`src/rtl/input_buff_defs.sv`:
```
// Shared definitions for the multi-channel serial capture buffer.
// Holds the capture FSM state encoding and the sample-index width helper
// used by both the top level and the per-channel capture slice.
package input_buff_defs;

  // Capture FSM: IDLE waits for start, CAPTURE takes one bit per channel per ena.
  typedef enum logic {
    IDLE    = 1'b0,
    CAPTURE = 1'b1
  } state_t;

  // Width of the sample index: ceil(log2(n)), never narrower than one bit.
  function automatic int ndata_log(input int n);
    return (n <= 2) ? 1 : $clog2(n);
  endfunction

endpackage

```
`src/rtl/capture_chan.sv`:
```
// One channel of the serial capture buffer: shift-free bit capture plus frame hold register.
// Latency: a sample lands in the capture register on the ena edge; hold loads on the completion edge.
// Backpressure: none locally; the parent decides when the hold register may be overwritten.
//
// Ports:
//   clk, rst    clock, asynchronous active-low reset
//   init        reload capture register with the INIT pattern
//   sample      write bit_in into capture bit [idx]
//   idx         sample index of the bit being written
//   bit_in      serial data bit for this channel
//   load_hold   copy the frame (including a same-cycle sample) into the hold register
//   dout        held frame, bit i = sample i
module capture_chan
  import input_buff_defs::*;
#(
  parameter int   NDATA = 128,
  parameter logic INIT  = 1'b0,
  localparam int  IW    = ndata_log(NDATA)
) (
  input  logic             clk,
  input  logic             rst,
  input  logic             init,
  input  logic             sample,
  input  logic [IW-1:0]    idx,
  input  logic             bit_in,
  input  logic             load_hold,
  output logic [NDATA-1:0] dout
);

  logic [NDATA-1:0] cap_q;
  logic [NDATA-1:0] hold_q;
  logic [NDATA-1:0] frame;

  // Frame as it will look after this edge's sample, so the final sample of a
  // frame reaches the hold register on the same edge it is captured.
  always_comb begin
    frame = cap_q;
    if (sample) begin
      frame[idx] = bit_in;
    end
  end

  always_ff @(posedge clk or negedge rst) begin
    if (!rst) begin
      cap_q  <= {NDATA{INIT}};
      hold_q <= {NDATA{INIT}};
    end else begin
      // init wins over sample: an abort or frame completion discards the bit.
      if (init) begin
        cap_q <= {NDATA{INIT}};
      end else if (sample) begin
        cap_q <= frame;
      end
      if (load_hold) begin
        hold_q <= frame;
      end
    end
  end

  assign dout = hold_q;

endmodule

```
`src/rtl/multi_input_buff.sv`:
```
// Multi-channel serial capture buffer: NCH serial inputs captured NDATA bits deep into a held frame.
// Latency: dout_valid rises one cycle after the final sample of a frame.
// Backpressure: valid/ready on dout; a frame completing while dout is unconsumed is dropped and flags overrun.
//
// Ports:
//   clk, rst      clock, asynchronous active-low reset
//   start         begin (or restart) a frame capture
//   cont          restart capture automatically after each completed frame
//   ena           sample strobe, one bit per channel per strobe while capturing
//   din           serial data, bit c = channel c
//   dout          held frame, [c*NDATA +: NDATA] = channel c, bit i = sample i
//   dout_valid    dout holds a completed, unconsumed frame
//   dout_ready    consumer accepts dout
//   busy          capture in progress
//   cnt           index of the next sample to be written
//   overrun       sticky: a completed frame was discarded (cleared by start from IDLE)
module multi_input_buff
  import input_buff_defs::*;
#(
  parameter int   NCH       = 4,
  parameter int   NDATA     = 128,
  parameter logic REF_INIT  = 1'b1,
  parameter logic SIG_INIT  = 1'b0,
  localparam int  NDATA_LOG = ndata_log(NDATA)
) (
  input  logic                 clk,
  input  logic                 rst,
  input  logic                 start,
  input  logic                 cont,
  input  logic                 ena,
  input  logic [NCH-1:0]       din,
  output logic [NCH*NDATA-1:0] dout,
  output logic                 dout_valid,
  input  logic                 dout_ready,
  output logic                 busy,
  output logic [NDATA_LOG-1:0] cnt,
  output logic                 overrun
);

  localparam logic [NDATA_LOG-1:0] LAST = NDATA_LOG'(NDATA - 1);

  state_t               state;
  logic [NDATA_LOG-1:0] cnt_q;
  logic                 valid_q;
  logic                 overrun_q;

  logic capturing;
  logic sample;
  logic complete;
  logic accept;
  logic load_init;

  assign capturing = (state == CAPTURE);

  // start outranks ena: an aborting start never lets its sample count or
  // complete a frame.
  assign sample   = capturing && ena && !start;
  assign complete = sample && (cnt_q == LAST);

  // Consumer taking the old frame on the same edge frees the hold register.
  assign accept   = complete && (!valid_q || dout_ready);

  // Reload the init pattern whenever a new frame begins: start from any
  // state, or completion (ready for a continuous-mode restart; harmless
  // when returning to IDLE since the next start reloads anyway).
  assign load_init = start || complete;

  always_ff @(posedge clk or negedge rst) begin
    if (!rst) begin
      state     <= IDLE;
      cnt_q     <= '0;
      valid_q   <= 1'b0;
      overrun_q <= 1'b0;
    end else begin
      case (state)
        IDLE: begin
          if (start) begin
            state     <= CAPTURE;
            cnt_q     <= '0;
            overrun_q <= 1'b0;
          end
        end
        CAPTURE: begin
          if (start) begin
            cnt_q <= '0;
          end else if (ena) begin
            if (cnt_q == LAST) begin
              cnt_q <= '0;
              if (!cont) begin
                state <= IDLE;
              end
              if (valid_q && !dout_ready) begin
                overrun_q <= 1'b1;
              end
            end else begin
              cnt_q <= cnt_q + 1'b1;
            end
          end
        end
        default: begin
          state <= IDLE;
          cnt_q <= '0;
        end
      endcase

      // Hold-register handshake is independent of start.
      if (accept) begin
        valid_q <= 1'b1;
      end else if (valid_q && dout_ready) begin
        valid_q <= 1'b0;
      end
    end
  end

  genvar c;
  generate
    for (c = 0; c < NCH; c++) begin : g_chan
      capture_chan #(
        .NDATA (NDATA),
        .INIT  ((c == 0) ? REF_INIT : SIG_INIT)
      ) u_chan (
        .clk       (clk),
        .rst       (rst),
        .init      (load_init),
        .sample    (sample),
        .idx       (cnt_q),
        .bit_in    (din[c]),
        .load_hold (accept),
        .dout      (dout[c*NDATA +: NDATA])
      );
    end
  endgenerate

  assign busy       = capturing;
  assign cnt        = cnt_q;
  assign dout_valid = valid_q;
  assign overrun    = overrun_q;

endmodule

```
`config.mk`:
```
export PLATFORM = sky130hd
export DESIGN_NAME = multi_input_buff
export DESIGN_NICKNAME = d
export VERILOG_FILES = /design/src/rtl/input_buff_defs.sv /design/src/rtl/capture_chan.sv /design/src/rtl/multi_input_buff.sv
export SDC_FILE = /design/constraint.sdc
export NUM_CORES = 2
export LEC_CHECK = 0
export ABC_AREA = 1
export BUFFER_PORTS_ARGS = -buffer_cell sky130_fd_sc_hd__buf_2
export CELL_PAD_IN_SITES_DETAIL_PLACEMENT = 0
export CELL_PAD_IN_SITES_GLOBAL_PLACEMENT = 2
export CORE_ASPECT_RATIO = 0.5
export CORE_MARGIN = 10
export CORE_UTILIZATION = 37
export DETAILED_ROUTE_END_ITERATION = 8
export GPL_TIMING_DRIVEN = 0
export PLACE_DENSITY_LB_ADDON = 0.1
export SYNTH_ARGS = -nofsm -noshare
export SYNTH_HDL_FRONTEND = slang
export SYNTH_SLANG_ARGS = --single-unit
```
`constraint.sdc`:
```
create_clock -name clk -period 4.6 [get_ports clk]
set_input_delay 0.92 -clock clk [delete_from_list [all_inputs] [get_ports clk]]
set_output_delay 0.92 -clock clk [all_outputs]
set_load 0.01 [all_outputs]
```
# == Yosys cells after proc, flatten, opt, wreduce, memory -nomap -nowiden ==
# Index checks and enable logic that the tools add are counted.
# classes
add_sub_neg,1
multipliers,0
div,0
n_lt_le_gt_ge,2
eq_ne,7
shift,0
mux,37
bitwise_logic,1
n_reduce_logical,16
# ops
cell,n
two-way mux 128 bit,12
bitwise mux 128 bit,4
two-way mux 7 bit,4
case mux 7 bit (2 select lines),1
two-way mux 1 bit,13
< comparator 7 x 8 -> 1 bit (second input constant),1
adder 7 x 1 -> 7 bit (second input constant),1
demux 1 bit (select 7 bit),1
equality test 7 bit (second input constant),1
greater-or-equal comparator 7 x 1 -> 1 bit (second input constant),1
logical AND 1 bit,7
!= test 2 bit (second input constant),3
AND reduction 5 bit,1
!= test 2 x 1 -> 1 bit (second input constant),2
case mux 1 bit (2 select lines),2
nonzero test 2 bit,2
zero test 1 bit,3
!= test 3 bit (second input constant),1
logical OR 1 bit,2
AND reduction 2 bit,1
NOT 1 bit,1
# word_totals
ff_bits,1034
latch_bits,0
mem_bits_rw,0
romBits,0
in_bits,10
word_cells,76
mem_count,0

# == Depth between registers and ports, before layout ==
# depth
depth_word,8
ltp_mapped,10
mapped_depth_nobuf,8

# == Hierarchy ==
# A second synthesis with hierarchy kept.
# hier_totals
hier_cells,6273
area_unflattened_um2,48661.7
# by_module_without_submodules
mod,n_inst,cells_per_inst,area_each_um2
capture_chan (g_chan[1].u_chan ...),3,1551,11921.4
capture_chan (g_chan[0].u_chan),1,1552,12353.1
multi_input_buff,1,68,544.3

# == Worst setup path after synthesis ==
# OpenSTA, ideal clock, no wires.
# synth_path
path_kind,input-to-reg
startpoint,input port ena
endpoint,register g_chan[2].u_chan.hold_q[88]
setup_time_ns,0.118
arrival_ns,2.119
required_time_ns,4.482
path_slack_ns,2.363
path_stages,9
cell_sequence,nand2_1 -> nor2_1 -> nand3_2 -> nor2_4 -> inv_2 -> buf_4 -> buf_2 -> nand2_1 -> nand2_1
# synth_between
elab_chain_len,4
word_cells_on_any_way,5
cone_classes,mux (1); reduce/logical (4)
# synth_lines
element,line,source
from (decl),multi_input_buff.sv:30,"input logic ena,"
logical AND 1 bit * (2 in a row),multi_input_buff.sv:57,assign sample = capturing && ena && !start;
logical AND 1 bit,multi_input_buff.sv:58,assign complete = sample && (cnt_q == LAST);
logical AND 1 bit,multi_input_buff.sv:61,assign accept = complete && (!valid_q || dout_ready);
to (signal assigned),capture_chan.sv:46,hold_q <= {NDATA{INIT}};
to (signal assigned),capture_chan.sv:55,hold_q <= frame;
to (decl),capture_chan.sv:31,logic [NDATA-1:0] hold_q;
# Mark *: on every way between the ends. The rest lies on a longest branch, timed or not.
# A chain may end at the register's enable or synchronous reset.

# == Final worst setup path ==
# layout_path
startpoint,"register cnt_q[3], in the netlist cnt[3]"
endpoint,register g_chan[0].u_chan.cap_q[109]
# layout_between
elab_chain_len,8
word_cells_on_any_way,13
cone_classes,order compare (2); eq/ne (1); mux (6); reduce/logical (4)
# layout_lines
element,line,source
from (decl),multi_input_buff.sv:43,logic [NDATA_LOG-1:0] cnt_q;
from (signal assigned),multi_input_buff.sv:96,cnt_q <= cnt_q + 1'b1;
< comparator 7 x 8 -> 1 bit (not written as such) / greater-or-equal comparator 7 x 1 -> 1 bit (equally long branches),capture_chan.sv:39,frame[idx] = bit_in;
logical AND 1 bit (not written as such),capture_chan.sv:39,
two-way mux 1 bit (not written as such),capture_chan.sv:39,
demux 1 bit (select 7 bit),n/a,
bitwise mux 128 bit,capture_chan.sv:39,
two-way mux 128 bit,capture_chan.sv:38,if (sample) begin
two-way mux 128 bit,capture_chan.sv:51,end else if (sample) begin
two-way mux 128 bit,capture_chan.sv:49,if (init) begin
to (signal assigned),capture_chan.sv:45,cap_q <= {NDATA{INIT}};
to (signal assigned),capture_chan.sv:50,cap_q <= {NDATA{INIT}};
to (signal assigned),capture_chan.sv:52,cap_q <= frame;
to (decl),capture_chan.sv:30,logic [NDATA-1:0] cap_q;
# Parallel ways exist; a longest one is shown, timed or not. The select of a mux whose other input is x is not followed.

==> run summary <==
clock root buffer - clkbuf_16
status - finished, violations left
Net Sw Power - 4.72 mW
final-stage net count - 6387
# rows - 90
ranking of synthesized cells by area - dfrtp_1, nand2_1, dfstp_2
DP Wirelength - 137 mm
Initial Utilization - 37.5%
main combinational cell family by area after synthesis - simple AND/OR/NAND/NOR gates
GR Overflow Total - 0
xor and xnor area share after synthesis - 0.0579%
Crit Path Max Fanout - 10
RSZ-0062 raised after global routing - no
Final Max Tran Viols - 42
Syn Area/Cell - 7.92 sq um
warnings from Yosys - 0
post-route ant nets - 0
final critical-path required period - 3.34 ns
Yosys top cell area share - 42.9%
Net Sw Frac - 24.9%
Num Clock Sinks - 1034
violated checks - max-capacitance violations, max-slew violations
Core Region - 121000 sq um
post-synthesis sequential area ratio - 57.7%
Adder-Cell Fraction of Synth Area - 0.0276%
Area Overhead vs Synth - 18.3%
period utilization - 72.7%
Skew-Pair Late Insertion Delay - 0.72 ns
CTS buffer count - 98
Final Non-Filler Cells - 8077
crit path launch - cnt[3]
Clk pin slew, worst setup/hold paths - 0.07 ns
Int Pwr - 14.2 mW
H-tree levels - 3
DRC - 0
Synth Cell Area - 45400 sq um
commonest non-fill, non-tap cell in the layout - nand2_1
post-cts repair resize count - 0
Via-to-Cell Ratio - 5.11
DP Cell Count - 7886
sequential power share - 48.3%
gr usage total - 27.4%
CP arrival - 3.98 ns
hold_buf cts - 0
Hold Fails Final Rpt - 0
Initial DRT Pass Iterations - 8
Setup crit end kind - flip-flop
Hold Path Class - in -> async
via count - 41253
post-DR wirelength/cell - 24.0 um
post-synthesis simple-gate area fraction - 34.2%
DRT iter0 DRCs - 4596
R2R Setup Slk - 1.26 ns
Top-Level Pins - 532
count of different cell masters after synthesis - 22
Routed WL - 194 mm
mux cell area share after synthesis - 0%
Critical Path Start Type - flip-flop
CP Class - reg -> reg
number of I/O port buffers - 531
register bit total from synthesis - 1034
initial antenna violation count - 21
die width - 515 um
commonest cells after routing, fill and taps aside - nand2_1, nand3_1, dfrtp_1
vias in the first global route - 39358
met3 Track Usage GR - 5.08%
first-pass GRT wire length - 275 mm
# setup viols final - 0
Setup Fix Bufs, Post-CTS - 0
Setup TNS - 0 ns
Logic pwr share - 5.3%
syn_nets - 5747
Worst Skew - 0.0198 ns
cell area power density - 352 nW/um^2
deepest clock path buffer count - 3
ratio of cells with drive above 1 in the final layout - 17.9%
fmax - 299 MHz
max cap viols - 4
GRT Max-Usage Layer - met2
worst slew pin tran - 1.56 ns
met2 Resource Use GR - 43.1%
Hold Slack - 0.114 ns
CP required - 5.24 ns
Die Y - 268 um
largest net degree at the start of global routing - 160
met1 Use GR - 38.3%
Compound-Gate Fraction of Synth Area - 0.124%
Synth Instances - 5736
gpl congestion - 0.878
static leakage - 30.4 nW
Die ar. - 138000 sq um
Max VDD drop - 0.253 mV
leading area contributor after synthesis - dfrtp_1
TritonCTS clock tree - built
headroom to the max-slew limit - -3.72%
r2r startpoint - cnt[3]
Clk network pwr share - 46.5%
filler cell count - 12490
final cells by class:
class                   instances  area (sq um)  share of cell area (%)
repair buffers                540          2900                    5.39
clock inverters                30           415                   0.773
clock buffers                 154          2960                    5.50
plain buffers                 323          1590                    2.96
multi-input cells            3837         15600                    29.1
well taps                    1610          2010                    3.75
diodes                          7          17.5                  0.0326
flip-flops and latches       1034         26200                    48.7
inverters                     542          2030                    3.79
critical path, stage by stage, from the launching register on:
cell,delay (ns)
dfrtp_1,0.45
nand2_1,0.41
nor2_4,0.15
nand3_2,0.20
nand2_1,0.44
inv_1,0.18
clkbuf_1,0.85
buf_2,0.46
nand2_1,0.10
cells by family (layout without fill, tap and decap cells):
family,count (synthesis),in the layout
compound gates,10,10
xor+xnor,3,3
simple gates,3823,3823
other cells,0,7
flops,1034,1034
fa+ha+maj,1,1
buf+inv,865,1589
metal layers:
layer | share of wire (%) | wire, um
met1 | 44 | 85700
met3 | 7.4 | 14400
met5 | 0.013 | 25
met4 | 3.1 | 6100
met2 | 45 | 87600
flip-flops by register name, summed over array words and instances (netlist names):
| signal | flops |
|---|---|
| busy | 1 |
| cnt | 7 |
| dout_valid | 1 |
| g_chan.u_chan.cap_q | 512 |
| g_chan.u_chan.dout | 512 |
| overrun | 1 |
metrics by stage:
stage	util, %	power [mW]	area, sq um	setup slack (ns)
2_1_floorplan	-	9.59	45400	2.36
3_3_place_gp	41.3	10.2	50100	-20.93
3_5_place_dp	41.6	10.3	50300	0.747
4_1_cts	44.3	19.0	53700	1.28
5_1_grt	44.3	19.5	53700	1.21
6_report	44.3	18.9	53700	1.26
Yosys cell counts (all sizes together):
master and n:
ha 1, buf 189, o21ai 3, nand2 2463, inv 542, nor3 2, nand3 900, dfrtp 778
nor2 449, dfstp 256, o21a 1, a21oi 5, o32ai 1, xor2 3, clkbuf 134, nand4 9
power by group through the flow:
stage / clock (mW) / combinational (mW) / sequential, mW
floorplan: 0 / 0.290 / 9.30
detailed placement: 0 / 0.972 / 9.30
global route: 9.32 / 1.03 / 9.14
finish: 8.80 / 0.995 / 9.14
global placement: 0 / 0.933 / 9.30
CTS: 8.92 / 0.973 / 9.14
final timing paths:
path                            depth (start not counted)                          end
min in group clk                                        2    g_chan[0].u_chan.dout[49]
worst min register to register                          2    g_chan[0].u_chan.dout[49]
max in group asynchronous                               4    g_chan[1].u_chan.dout[96]
worst max register to register                          8  g_chan[0].u_chan.cap_q[109]
worst max-delay path                                    8  g_chan[0].u_chan.cap_q[109]
worst min-delay path                                    1    g_chan[1].u_chan.dout[27]
No activity file was read; power rests on OpenSTA's default activity.
